$ cat config.mk
export PLATFORM = sky130hd
export DESIGN_NAME = conv_layer_input_ctrl_flat
export DESIGN_NICKNAME = d
export VERILOG_FILES = /design/src/rtl/conv_layer_input_ctrl_if.sv /design/src/rtl/conv_layer_input_ctrl.sv /design/src/flat_wrapper.sv
export SDC_FILE = /design/constraint.sdc
export NUM_CORES = 1
export LEC_CHECK = 0
export ABC_CLOCK_PERIOD_IN_PS = 1500
export BUFFER_PORTS_ARGS = -buffer_cell sky130_fd_sc_hd__buf_4
export CORE_MARGIN = 2
export CORE_UTILIZATION = 38
export CTS_BUF_LIST = sky130_fd_sc_hd__clkbuf_4
export DETAILED_ROUTE_END_ITERATION = 7
export GPL_ROUTABILITY_DRIVEN = 0
export GPL_TIMING_DRIVEN = 0
export PLACE_DENSITY = 0.77
export SLEW_MARGIN = 0
export SYNTH_ARGS = -nofsm -noshare
export SYNTH_HDL_FRONTEND = slang
export SYNTH_SLANG_ARGS = --single-unit
$ cat constraint.sdc
create_clock -name clk_i -period 1.5 [get_ports clk_i]
set_input_delay 0.15 -clock clk_i [delete_from_list [all_inputs] [get_ports clk_i]]
set_output_delay 0.15 -clock clk_i [all_outputs]
set_load 0.005 [all_outputs]
$ cat src/rtl/conv_layer_input_ctrl_if.sv
// Pixel stream handshake between the raster source and the input controller.
// The master drives valid/data; the slave returns ready.
interface conv_layer_input_ctrl_if #(
  parameter int unsigned DATA_WIDTH = 32
);
  logic                  in_valid;
  logic                  in_ready;
  logic [DATA_WIDTH-1:0] in_data;

  modport master (
    output in_valid,
    output in_data,
    input  in_ready
  );

  modport slave (
    input  in_valid,
    input  in_data,
    output in_ready
  );
endinterface

$ cat src/rtl/conv_layer_input_ctrl.sv
// Input-side controller for the 3-row line buffer: preloads three rows, exposes each window,
// then streams one new row per output row until the frame is consumed.
module conv_layer_input_ctrl #(
  parameter int unsigned IMAGE_SIZE       = 8,
  parameter int unsigned KERNEL_SIZE      = 3,
  parameter int unsigned DATA_WIDTH       = 32,
  parameter int unsigned BUFFER_COL_WIDTH = 4,
  parameter int unsigned BUFFER_ROW_WIDTH = 2
) (
  input  logic                        clk_i,
  input  logic                        rst_i,
  input  logic                        start_i,
  conv_layer_input_ctrl_if.slave      pix_if,
  output logic [DATA_WIDTH-1:0]       data_in_o,
  output logic [BUFFER_COL_WIDTH-1:0] col_index_o,
  output logic [BUFFER_ROW_WIDTH-1:0] row_index_o,
  output logic [BUFFER_ROW_WIDTH-1:0] preload_cycle_o,
  output logic [2:0]                  current_state_o,
  output logic                        win_valid_o,
  output logic [2:0]                  out_row_o,
  output logic                        busy_o,
  output logic                        done_o
);

  typedef enum logic [2:0] {
    StIdle    = 3'd0,
    StInit    = 3'd1,
    StPreload = 3'd2,
    StShift   = 3'd3,
    StBias    = 3'd4,
    StLoad    = 3'd5
  } state_e;

  localparam logic [BUFFER_COL_WIDTH-1:0] ColEnd      = BUFFER_COL_WIDTH'(IMAGE_SIZE);
  localparam logic [BUFFER_COL_WIDTH-1:0] LastCol     = BUFFER_COL_WIDTH'(IMAGE_SIZE - 1);
  localparam logic [BUFFER_ROW_WIDTH-1:0] RowNone     = BUFFER_ROW_WIDTH'(KERNEL_SIZE);
  localparam logic [BUFFER_ROW_WIDTH-1:0] LastRow     = BUFFER_ROW_WIDTH'(KERNEL_SIZE - 1);
  localparam logic [BUFFER_ROW_WIDTH-1:0] PreloadLast = BUFFER_ROW_WIDTH'(KERNEL_SIZE);
  localparam logic [BUFFER_ROW_WIDTH-1:0] PreloadOne  = BUFFER_ROW_WIDTH'(1);
  localparam logic [2:0]                  LastOutRow  = 3'(IMAGE_SIZE - KERNEL_SIZE);

  state_e                      state_q;
  logic [BUFFER_COL_WIDTH-1:0] col_q;
  logic [BUFFER_ROW_WIDTH-1:0] row_q;
  logic [BUFFER_ROW_WIDTH-1:0] pc_q;
  logic [2:0]                  out_row_q;
  logic                        win_q;
  logic                        done_q;

  logic feed;
  logic hs;

  always_comb begin
    feed = ((state_q == StPreload) || (state_q == StLoad)) && (col_q < ColEnd);
    hs   = feed && pix_if.in_valid;
    pix_if.in_ready = feed;
    // Present IDLE while stalled so the buffer does not re-shift on every wait cycle.
    if (feed && !pix_if.in_valid) begin
      current_state_o = StIdle;
    end else begin
      current_state_o = state_q;
    end
  end

  always_ff @(posedge clk_i or posedge rst_i) begin
    if (rst_i) begin
      state_q   <= StIdle;
      col_q     <= '0;
      row_q     <= RowNone;
      pc_q      <= PreloadOne;
      out_row_q <= '0;
      win_q     <= 1'b0;
      done_q    <= 1'b0;
    end else begin
      done_q <= 1'b0;
      unique case (state_q)
        StIdle: begin
          if (start_i) begin
            state_q <= StInit;
          end
        end
        StInit: begin
          state_q   <= StPreload;
          col_q     <= '0;
          pc_q      <= PreloadOne;
          out_row_q <= '0;
        end
        StPreload: begin
          if (col_q < ColEnd) begin
            if (hs) begin
              col_q <= col_q + 1'b1;
            end
          end else if (pc_q < PreloadLast) begin
            // Column 8 is the internal shift cycle between preload rows.
            pc_q  <= pc_q + 1'b1;
            col_q <= '0;
          end else begin
            state_q <= StShift;
            row_q   <= '0;
            win_q   <= 1'b1;
          end
        end
        StShift: begin
          if (row_q == LastRow) begin
            state_q <= StBias;
            row_q   <= RowNone;
            win_q   <= 1'b0;
          end else begin
            row_q <= row_q + 1'b1;
          end
        end
        StBias: begin
          if (out_row_q < LastOutRow) begin
            out_row_q <= out_row_q + 1'b1;
            col_q     <= '0;
            state_q   <= StLoad;
          end else begin
            state_q <= StIdle;
            done_q  <= 1'b1;
          end
        end
        StLoad: begin
          if (hs) begin
            col_q <= col_q + 1'b1;
            if (col_q == LastCol) begin
              state_q <= StShift;
              row_q   <= '0;
              win_q   <= 1'b1;
            end
          end
        end
        default: begin
          state_q <= StIdle;
        end
      endcase
    end
  end

  assign data_in_o       = pix_if.in_data;
  assign col_index_o     = col_q;
  assign row_index_o     = row_q;
  assign preload_cycle_o = pc_q;
  assign win_valid_o     = win_q;
  assign out_row_o       = out_row_q;
  assign busy_o          = (state_q != StIdle);
  assign done_o          = done_q;

endmodule

$ cat src/flat_wrapper.sv
// flat-port wrapper written by rule: the top's interface ports become plain ports
module conv_layer_input_ctrl_flat 
#(
  parameter int unsigned IMAGE_SIZE       = 8,
  parameter int unsigned KERNEL_SIZE      = 3,
  parameter int unsigned DATA_WIDTH       = 32,
  parameter int unsigned BUFFER_COL_WIDTH = 4,
  parameter int unsigned BUFFER_ROW_WIDTH = 2
)
  (clk_i, rst_i, start_i, data_in_o, col_index_o, row_index_o, preload_cycle_o, current_state_o, win_valid_o, out_row_o, busy_o, done_o, pix_if_in_valid, pix_if_in_data, pix_if_in_ready);
  conv_layer_input_ctrl_if #(.DATA_WIDTH(DATA_WIDTH)) pix_if_i ();
  input  logic clk_i;
  input  logic rst_i;
  input  logic start_i;
  output logic [DATA_WIDTH-1:0] data_in_o;
  output logic [BUFFER_COL_WIDTH-1:0] col_index_o;
  output logic [BUFFER_ROW_WIDTH-1:0] row_index_o;
  output logic [BUFFER_ROW_WIDTH-1:0] preload_cycle_o;
  output logic [2:0] current_state_o;
  output logic win_valid_o;
  output logic [2:0] out_row_o;
  output logic busy_o;
  output logic done_o;
  input wire logic [$bits(pix_if_i.in_valid)-1:0] pix_if_in_valid;
  input wire logic [$bits(pix_if_i.in_data)-1:0] pix_if_in_data;
  output wire logic [$bits(pix_if_i.in_ready)-1:0] pix_if_in_ready;
  assign pix_if_i.in_valid = pix_if_in_valid;
  assign pix_if_i.in_data = pix_if_in_data;
  assign pix_if_in_ready = pix_if_i.in_ready;
  conv_layer_input_ctrl #(.IMAGE_SIZE(IMAGE_SIZE), .KERNEL_SIZE(KERNEL_SIZE), .DATA_WIDTH(DATA_WIDTH), .BUFFER_COL_WIDTH(BUFFER_COL_WIDTH), .BUFFER_ROW_WIDTH(BUFFER_ROW_WIDTH)) u_core (.clk_i(clk_i), .rst_i(rst_i), .start_i(start_i), .pix_if(pix_if_i), .data_in_o(data_in_o), .col_index_o(col_index_o), .row_index_o(row_index_o), .preload_cycle_o(preload_cycle_o), .current_state_o(current_state_o), .win_valid_o(win_valid_o), .out_row_o(out_row_o), .busy_o(busy_o), .done_o(done_o));
endmodule
==> results.yml, run 1 <==
status:
  result_of_the_run: "finished, violations left"
  violations: "negative setup slack"
sta:
  hold_ws_ps: 134
  final_setup_violation_count: 8
  achievable-frequency_ghz: 0.589
  clock_skew_ps: 4.14
  relSlewSlack_pct: 57.4
  post-route-period-util_pct: 113
  final_hold_viol_count: 0
  grt_setup_unrepaired: "true"
  maxSlewViolCount: 0
  finalWorstSetupSlack_ps: -197
  finalCriticalPeriod_ps: 1700
  worst_slew_pin_slew_ps: 638
grt:
  grt_pass1_vias: 1055
  grt_overflow: 0
  met1_usage_pct: 19.0
  grt_max_degree: 17
  grt_pass1_wl_mm: 4.44
  grt.met3_usage_pct: 1.73
  busiest_layer: "met2"
  grt_usage_pct: 16.1
  antenna_violations_before_repair: 0
  gr-usage-met2_pct: 28.7
critical_path:
  r2r_setup_slack_ps: -110
  worst_setup_path_end_kind: "output pin"
  cp.required_ps: 1350
  element_type_at_the_critical_path_start: "flop"
  crit_fanout: 4
  crit_arrival_ps: 1550
  path_class: "flop to output pin"
floorplanning:
  i_o_pins: 86
  chipHeight_um: 60.1
  core_area_um2: 3030
  dieWidth_um: 60.1
  effective_utilization_at_floorplan_pct: 39.5
  row_count: 20
  die_area_um2: 3610
clock_network:
  clkTransAtPathRegs_ps: 100
  clkLatencyLatePin_ps: 290
  ctsRootBufferMaster: "clkbuf_4"
  cts-htree-levels: 1
  cts_sinks: 16
  cts_tree: "done"
  clk_path_buf_depth: 2
  numCtsBuffers: 3
synthesis:
  synthesis.area_um2: 1190
  synth_largest_type_area_fraction_pct: 27.2
  synth.net_count: 179
  dominant_cell_type_by_area_after_synthesis: "dfrtp_1"
  post_synth_edffs: 0
  ys_seq_area_share_pct: 33.8
  synth_async_sr_flop_share_pct: 100
  synth_area_per_cell_um2: 8.60
  ys_ff_latch: 16
  synth.area.top_cells: "dfrtp_1 (27%), buf_4 (20%), dfstp_2 (6.6%), ha_1 (4.2%), nor2_1 (4.1%)"
  top_flip_flop_cell_by_instance_count_after_synthesis: "dfrtp_1"
  yosys_warnings: 0
  post_synth_inst_count: 139
  synth.distinct_cells: 37
routing:
  detail-route-antenna-nets: 0
  detail_route.drc_violations: 0
  detailroute.via_count: 1206
  first_drt_iteration_drcs: 22
  drt_first_pass_iters: 4
  drt_wl_total_mm: 2.98
  wl_per_cell_um: 12.1
  vias_per_cell: 4.88
finish:
  area_growth_syn_to_layout_pct: 50.5
  layout.core_utilization_pct: 59.4
  post_route_cells_drive_above_1_share_pct: 53.7
  antenna_cells_inserted: 0
  final_nets: 244
  fillerInstances: 294
place:
  placement.setup.worst_slack_ps: -200
  port_buffers: 53
  hpwl_mm: 2.19
pwr:
  p_leak_nw: 0.899
  ir_drop_v: 0.000734
  power_density_over_the_cells_nw_per_um2: 1540
run:
  maxCapViolCount: 0
worst_hold_path:
  worstHoldPathType: "input port to flop"
state kept, by name, indices dropped and copies added, names as in the netlist:
signal	cells
u_core.out_row_o	3
u_core.row_index_o	2
u_core.state_q	3
u_core.win_valid_o	1
u_core.done_o	1
u_core.col_index_o	4
u_core.preload_cycle_o	2
final cells by class:
cell class / instances / area, um^2 / area share (%)
multi-input combinational: 80 / 559 / 31.1
timing repair buffer: 62 / 472 / 26.2
sequential: 16 / 405 / 22.5
buffer: 35 / 258 / 14.3
tap: 44 / 55.1 / 3.06
clock buffer: 3 / 22.5 / 1.25
inverter: 6 / 22.5 / 1.25
clock inverter: 1 / 3.75 / 0.209
metrics by stage:
stage	total power (W)	std cells	TNS, ps	instance area (um^2)
finish	0.00276	247	-1110	1800
global route	0.00299	247	-1790	1800
floorplan	0.00168	139	0	1190
detailed placement	0.00227	236	-1070	1650
global placement	0.00222	236	-850	1650
CTS	0.00274	247	-1030	1790
repair_timing:
item,CTS,global route
gates resized for setup,14,3
endpoints found under the setup margin,11,10
hold buffers,1,0
endpoints found under the hold margin,13,0
pin swaps,5,1
setup buffers,8,0
synthesized netlist by cell type (2+ instances only):
cell        n
dfrtp_1    13
a21oi_1     9
nor3_1      2
o2bb2ai_1   2
o21ai_0     5
mux2i_1     2
a22o_1      3
nand2_1     4
nand3_1     4
nand3b_1    2
inv_1       6
nand2b_1    4
o21a_1      2
nor2_1     13
dfstp_2     3
nor2b_1     2
buf_4      32
clkbuf_1    4
ha_1        4
o22ai_1     5
a21boi_0    2
worst paths after layout:
kind	startpoint	endpoint	cells past startpoint
worst max register to register	u_core.state_q[2]	u_core.col_index_o[0]	6
min in group asynchronous	rst_i	u_core.col_index_o[0]	3
worst min register to register	u_core.row_index_o[1]	u_core.row_index_o[1]	2
worst min-delay path	pix_if_in_valid	u_core.col_index_o[3]	3
max in group asynchronous	rst_i	u_core.state_q[1]	3
worst max-delay path	u_core.state_q[0]	pix_if_in_ready	4
worst max-delay path: stages (launching register included):
cell     delay, ps
dfrtp_1        410
or3b_4         420
a21oi_4        180
buf_4          150
buf_4          100
routing by layer:
metal / wire length, um / vias to the layer above
met5: 0 / -
met4: 42 / 0
met3: 258 / 4
met2: 1470 / 64
met1: 1210 / 559
li1: - / 579
cell usage in the layout, fill, tap and decap left out, types with 3 or more instances in the layout:
cell type,count
clkbuf_4,3
o22ai_1,4
nor2_1,13
nand2_1,4
dfstp_2,3
dfrtp_1,12
buf_4,93
nand2b_1,4
ha_1,3
o21ai_0,5
a22o_1,3
inv_1,6
nand3_1,4
a21oi_1,8
kinds of logic (layout without fill, tap and decap cells):
group	count (synthesis)	after routing	share of synthesized area, %
XOR/XNOR	2	2	1.47
adder cells (fa/ha/maj)	4	4	4.19
AO/OA/AOI/OAI	34	34	18.5
buffers and inverters	43	107	23.7
AND/OR/NAND/NOR	38	38	16.6
multiplexers	2	2	1.68
flip-flops	16	16	33.8
power breakdown:
part           internal [W]  switching [W]
Clock             0.0000966       0.000147
Sequential         0.000627       0.000208
Combinational      0.000937       0.000745
Power figures use the tool's default switching activity.
==> run 2: changes to the inputs <==
Settings changed: SKIP_CTS_REPAIR_TIMING set to 1, SLEW_MARGIN 0 to 5.
==> run 2 against run 1 <==
Against the previous run: the flow still finishes with violations (negative setup slack); largest power group unchanged; clock power about the same; count of clock-buffer cells in the layout unchanged; die area unchanged; register-to-register slack about the same; fmax decreased by 0.79%; sequential cell count unchanged; combinational power increased by 5%.
==> results.yml, run 2 (same netlist as run 1, synthesis figures left out) <==
grt:
  grt_pass1_vias: 940
  grt_pass1_wl_mm: 4.04
  grt_usage_pct: 14.8
  grt_max_degree: 17
  antenna_violations_before_repair: 0
  grt_overflow: 0
worst_hold_path:
  worstHoldPathType: "input port to flop"
  hold_path_depth: 3
pwr:
  ir_drop_v: 0.000715
  power_density_over_the_cells_nw_per_um2: 1530
  p_leak_nw: 0.922
clock_network:
  clkLatencyLatePin_ps: 290
  cts_sinks: 16
  ctsRootBufferMaster: "clkbuf_4"
  cts-htree-levels: 1
  clk_path_buf_depth: 2
  cts_tree: "done"
  clkTransAtPathRegs_ps: 100
  numCtsBuffers: 3
sta:
  post-route-period-util_pct: 114
  tns_ps: -1310
  achievable-frequency_ghz: 0.585
  final_setup_violation_count: 8
  maxSlewViolCount: 0
  grt_setup_unrepaired: "true"
  relSlewSlack_pct: 57.8
  final_hold_viol_count: 0
  worst_slew_pin_slew_ps: 633
  finalCriticalPeriod_ps: 1710
  clock_skew_ps: 3.99
  finalWorstSetupSlack_ps: -210
routing:
  detailroute.via_count: 1189
  drt_first_pass_iters: 4
  drt_wl_total_mm: 3.10
  met2WireLength_mm: 1.55
  detail-route-antenna-nets: 0
  met3RoutedLength_um: 221
  wl_per_cell_um: 12.4
  highest_signal_layer: "met4"
  vias_per_cell: 4.74
  first_drt_iteration_drcs: 30
  detail_route.drc_violations: 0
  detail_route.wirelength.met1_mm: 1.29
status:
  violations: "negative setup slack"
  result_of_the_run: "finished, violations left"
finish:
  final_nets: 248
  antenna_cells_inserted: 0
  post_route_cells_drive_above_1_share_pct: 54.6
  area_growth_syn_to_layout_pct: 55.7
  layout.core_utilization_pct: 61.4
  final_common_cell: "buf_4"
  layout.cells.most_common_list: "buf_4 (94), nor2_1 (13), dfrtp_1 (11)"
  largest_register_ffs: 4
  final_cell_count_no_fill: 251
  fillerInstances: 282
critical_path:
  element_type_at_the_critical_path_start: "flop"
  worst_setup_path_end_kind: "output pin"
  timing.critical_path.slowest_stage_cell: "dfrtp_2"
  crit_fanout: 4
  crit_arrival_ps: 1560
  critical_path.cell_chain: "or3b_4, a21oi_4, a21boi_1, buf_4"
  r2r_setup_slack_ps: -120
  path_delay_family: "flip-flops"
  delay_contributed_by_the_slowest_stage_of_the_critical_path_ps: 440
  cp.required_ps: 1350
  timing.critical_path.depth: 4
  path_class: "flop to output pin"
  worstRegToRegCells: 5
  critical_path_buf_inv_count: 1
floorplanning:
  chipHeight_um: 60.1
  dieWidth_um: 60.1
  i_o_pins: 86
  effective_utilization_at_floorplan_pct: 39.5
  row_count: 20
  die_area_um2: 3610
  core_area_um2: 3030
place:
  place.detailed.instances: 236
  hpwl_mm: 2.19
  port_buffers: 53
run:
  maxCapViolCount: 0
## run 2: changes by cell type in the layout (fill, tap and decap cells not counted), sizes merged
cell,previous run,this run
buf,94,98
## run 2: path summary, 6_finish.rpt
| path | endpoint | start |
|---|---|---|
| setup / recovery | current_state_o[0] | u_core.state_q[0] |
| hold / removal | u_core.col_index_o[3] | pix_if_in_valid |
| setup reg to reg | u_core.col_index_o[0] | u_core.state_q[0] |
| hold reg to reg | u_core.row_index_o[1] | u_core.row_index_o[1] |
| max in group asynchronous | u_core.state_q[0] | rst_i |
| min in group asynchronous | u_core.col_index_o[0] | rst_i |
## run 2: area by class of cell
cell class	instances	area [um^2]	area share [%]
flip-flops and latches	16	407	21.9
well taps	44	55.1	2.96
clock inverters	1	3.75	0.202
multi-input cells	80	572	30.7
plain buffers	36	272	14.6
inverters	6	22.5	1.21
repair buffers	65	507	27.2
clock buffers	3	22.5	1.21
## run 2: stage by stage
step | worst slack, ps | total power (W) | instance area, um^2 | hold WS, ps
2_1_floorplan | 57.7 | 0.00168 | 1190 | 61.6
3_3_place_gp | -115 | 0.00222 | 1650 | 269
3_5_place_dp | -200 | 0.00227 | 1650 | 278
4_1_cts | -526 | 0.00251 | 1670 | -44.1
5_1_grt | -263 | 0.00306 | 1860 | 159
6_report | -210 | 0.00284 | 1860 | 133
## run 2: per-layer routing
layer / track usage (%) / vias to the layer above
met5: 0 / -
met3: 1.52 / 4
met2: 25.8 / 55
li1: - / 590
met1: 18.1 / 540
met4: 6.67 / 0
## run 2: worst reg2reg max path: stages, from the launching register on
cell	delay (ps)
dfrtp_2	440
or3b_4	420
buf_4	150
a211o_1	290
xor2_1	160
nor2_1	50
## run 2: where the power goes
part,switching (W),total [W],internal [W]
logic,0.000767,0.00176,0.000991
clock network,0.000148,0.000245,0.0000967
registers,0.000213,0.000841,0.000628
==> run 3: changes to the inputs <==
Settings changed: CORE_UTILIZATION 38 to 37, CTS_BUF_LIST sky130_fd_sc_hd__clkbuf_4 to not set, PLACE_DENSITY 0.77 to 0.75.
==> run 3 against run 2 <==
Against the previous run: the run still ends with negative setup slack left; sequential power up 1%; register-to-register slack about the same; critical path depth unchanged; power down 0.84%; fmax down 3.6%; routed wire length up 5.1%; core utilization down 1.4 points; design area down 1.5%; clock power down 2%; critical path type unchanged.
==> results.yml, run 3 (same netlist as run 1, synthesis figures left out) <==
grt:
  grt_usage_pct: 15.9
  grt_pass1_wl_mm: 4.41
  grt_overflow: 0
  grt_max_degree: 17
  antenna_violations_before_repair: 0
  grt_pass1_vias: 1055
critical_path:
  cp.required_ps: 1350
  element_type_at_the_critical_path_start: "flop"
  delay_contributed_by_the_slowest_stage_of_the_critical_path_ps: 460
  worst_setup_path_end_kind: "output pin"
  worstRegToRegCells: 4
  critPathCapture: "current_state_o[0]"
  crit_arrival_ps: 1620
  path_class: "flop to output pin"
  timing.critical_path.slowest_stage_cell: "or3b_4"
  crit_fanout: 6
  regToRegStartpoint: "u_core.state_q[0]"
  r2r_setup_slack_ps: -130
  crit_path_start: "u_core.state_q[0]"
  critical_path.reg2reg.endpoint: "u_core.col_index_o[1]"
  critical_path.cell_chain: "or3b_4, a21oi_4, a21boi_1, buf_4"
finish:
  layout.core_utilization_pct: 60.0
  largest_register_ffs: 4
  antenna_cells_inserted: 0
  layout.cells.most_common_list: "buf_4 (91), nor2_1 (13), dfrtp_1 (12)"
  post_route_cells_drive_above_1_share_pct: 53.7
  final_common_cell: "buf_4"
  final_nets: 246
  area_growth_syn_to_layout_pct: 53.4
sta:
  final_setup_violation_count: 9
  finalCriticalPeriod_ps: 1770
  final_hold_viol_count: 0
  relSlewSlack_pct: 59.2
  maxSlewViolCount: 0
  grt_setup_unrepaired: "true"
  post-route-period-util_pct: 118
  hold_ws_ps: 173
  finalWorstSetupSlack_ps: -273
  worst_slew_pin_slew_ps: 611
  clock_skew_ps: 6.15
  tns_ps: -1550
  achievable-frequency_ghz: 0.564
routing:
  detail_route.drc_violations: 0
  first_drt_iteration_drcs: 25
  detailroute.via_count: 1227
  detail-route-antenna-nets: 0
  vias_per_cell: 4.93
  drt_wl_total_mm: 3.26
  wl_per_cell_um: 13.1
  drt_first_pass_iters: 4
floorplanning:
  i_o_pins: 86
  die_area_um2: 3700
  dieWidth_um: 60.8
  row_count: 20
  effective_utilization_at_floorplan_pct: 39.1
  chipHeight_um: 60.8
  core_area_um2: 3050
pwr:
  power_density_over_the_cells_nw_per_um2: 1540
  p_leak_nw: 0.912
  ir_drop_v: 0.000891
clock_network:
  clkLatencyLatePin_ps: 290
  numCtsBuffers: 3
  clkTransAtPathRegs_ps: 100
  cts-htree-levels: 1
  clk_path_buf_depth: 2
  cts_sinks: 16
  ctsRootBufferMaster: "clkbuf_4"
  cts_tree: "done"
place:
  port_buffers: 53
  placement.setup.worst_slack_ps: -169
  hpwl_mm: 2.33
worst_hold_path:
  hp-start: "pix_if_in_valid"
  worstHoldPathType: "input port to flop"
run:
  maxCapViolCount: 0
status:
  violations: "negative setup slack"
  result_of_the_run: "finished, violations left"
[run 3: worst min-delay path by stage]
stage | slack (ps) | cells past startpoint | end
2_1_floorplan | 60 | 1 | u_core.col_index_o[0]
3_3_place_gp | 260 | 2 | u_core.col_index_o[1]
3_5_place_dp | 260 | 2 | u_core.state_q[2]
4_1_cts | -60 | 2 | u_core.col_index_o[1]
5_1_grt | 210 | 3 | u_core.col_index_o[3]
6_report | 170 | 3 | u_core.col_index_o[3]
[run 3: stage by stage]
step	std cells	total power (W)	cell area, um^2
final	249	0.00282	1830
after global routing	249	0.00304	1830
after CTS	240	0.00254	1670
after detailed placement	236	0.00229	1650
after global placement	236	0.00220	1650
after floorplan	139	0.00168	1190
[run 3: critical path, delay by kind of cell, from the launching register on]
kind,cells,cell delay (ps)
AND/OR/NAND/NOR,1,460
buffers and inverters,1,140
AO/OA/AOI/OAI,2,280
flip-flops,1,450
[run 3: layer usage]
| metal | up-vias | share of wire, % | GRT usage (%) |
|---|---|---|---|
| met1 | 557 | 38 | 18.0 |
| met4 | 0 | 2.8 | 8.70 |
| met5 | - | 0 | 0 |
| met3 | 9 | 9.2 | 1.71 |
| li1 | 585 | - | - |
| met2 | 76 | 50 | 29.0 |
[run 3: area by class of cell]
class | count | area (um^2)
Tap cell | 44 | 55.1
Multi-Input combinational cell | 80 | 563
Fill cell | 282 | 1220
Buffer | 36 | 265
Sequential cell | 16 | 405
Clock buffer | 4 | 26.3
Timing Repair Buffer | 63 | 495
Inverter | 6 | 22.5
[run 3: where the power goes]
part | switching, W | total (W) | internal (W)
clock | 0.000138 | 0.000241 | 0.000103
sequential | 0.000221 | 0.000849 | 0.000627
combinational | 0.000779 | 0.00173 | 0.000950
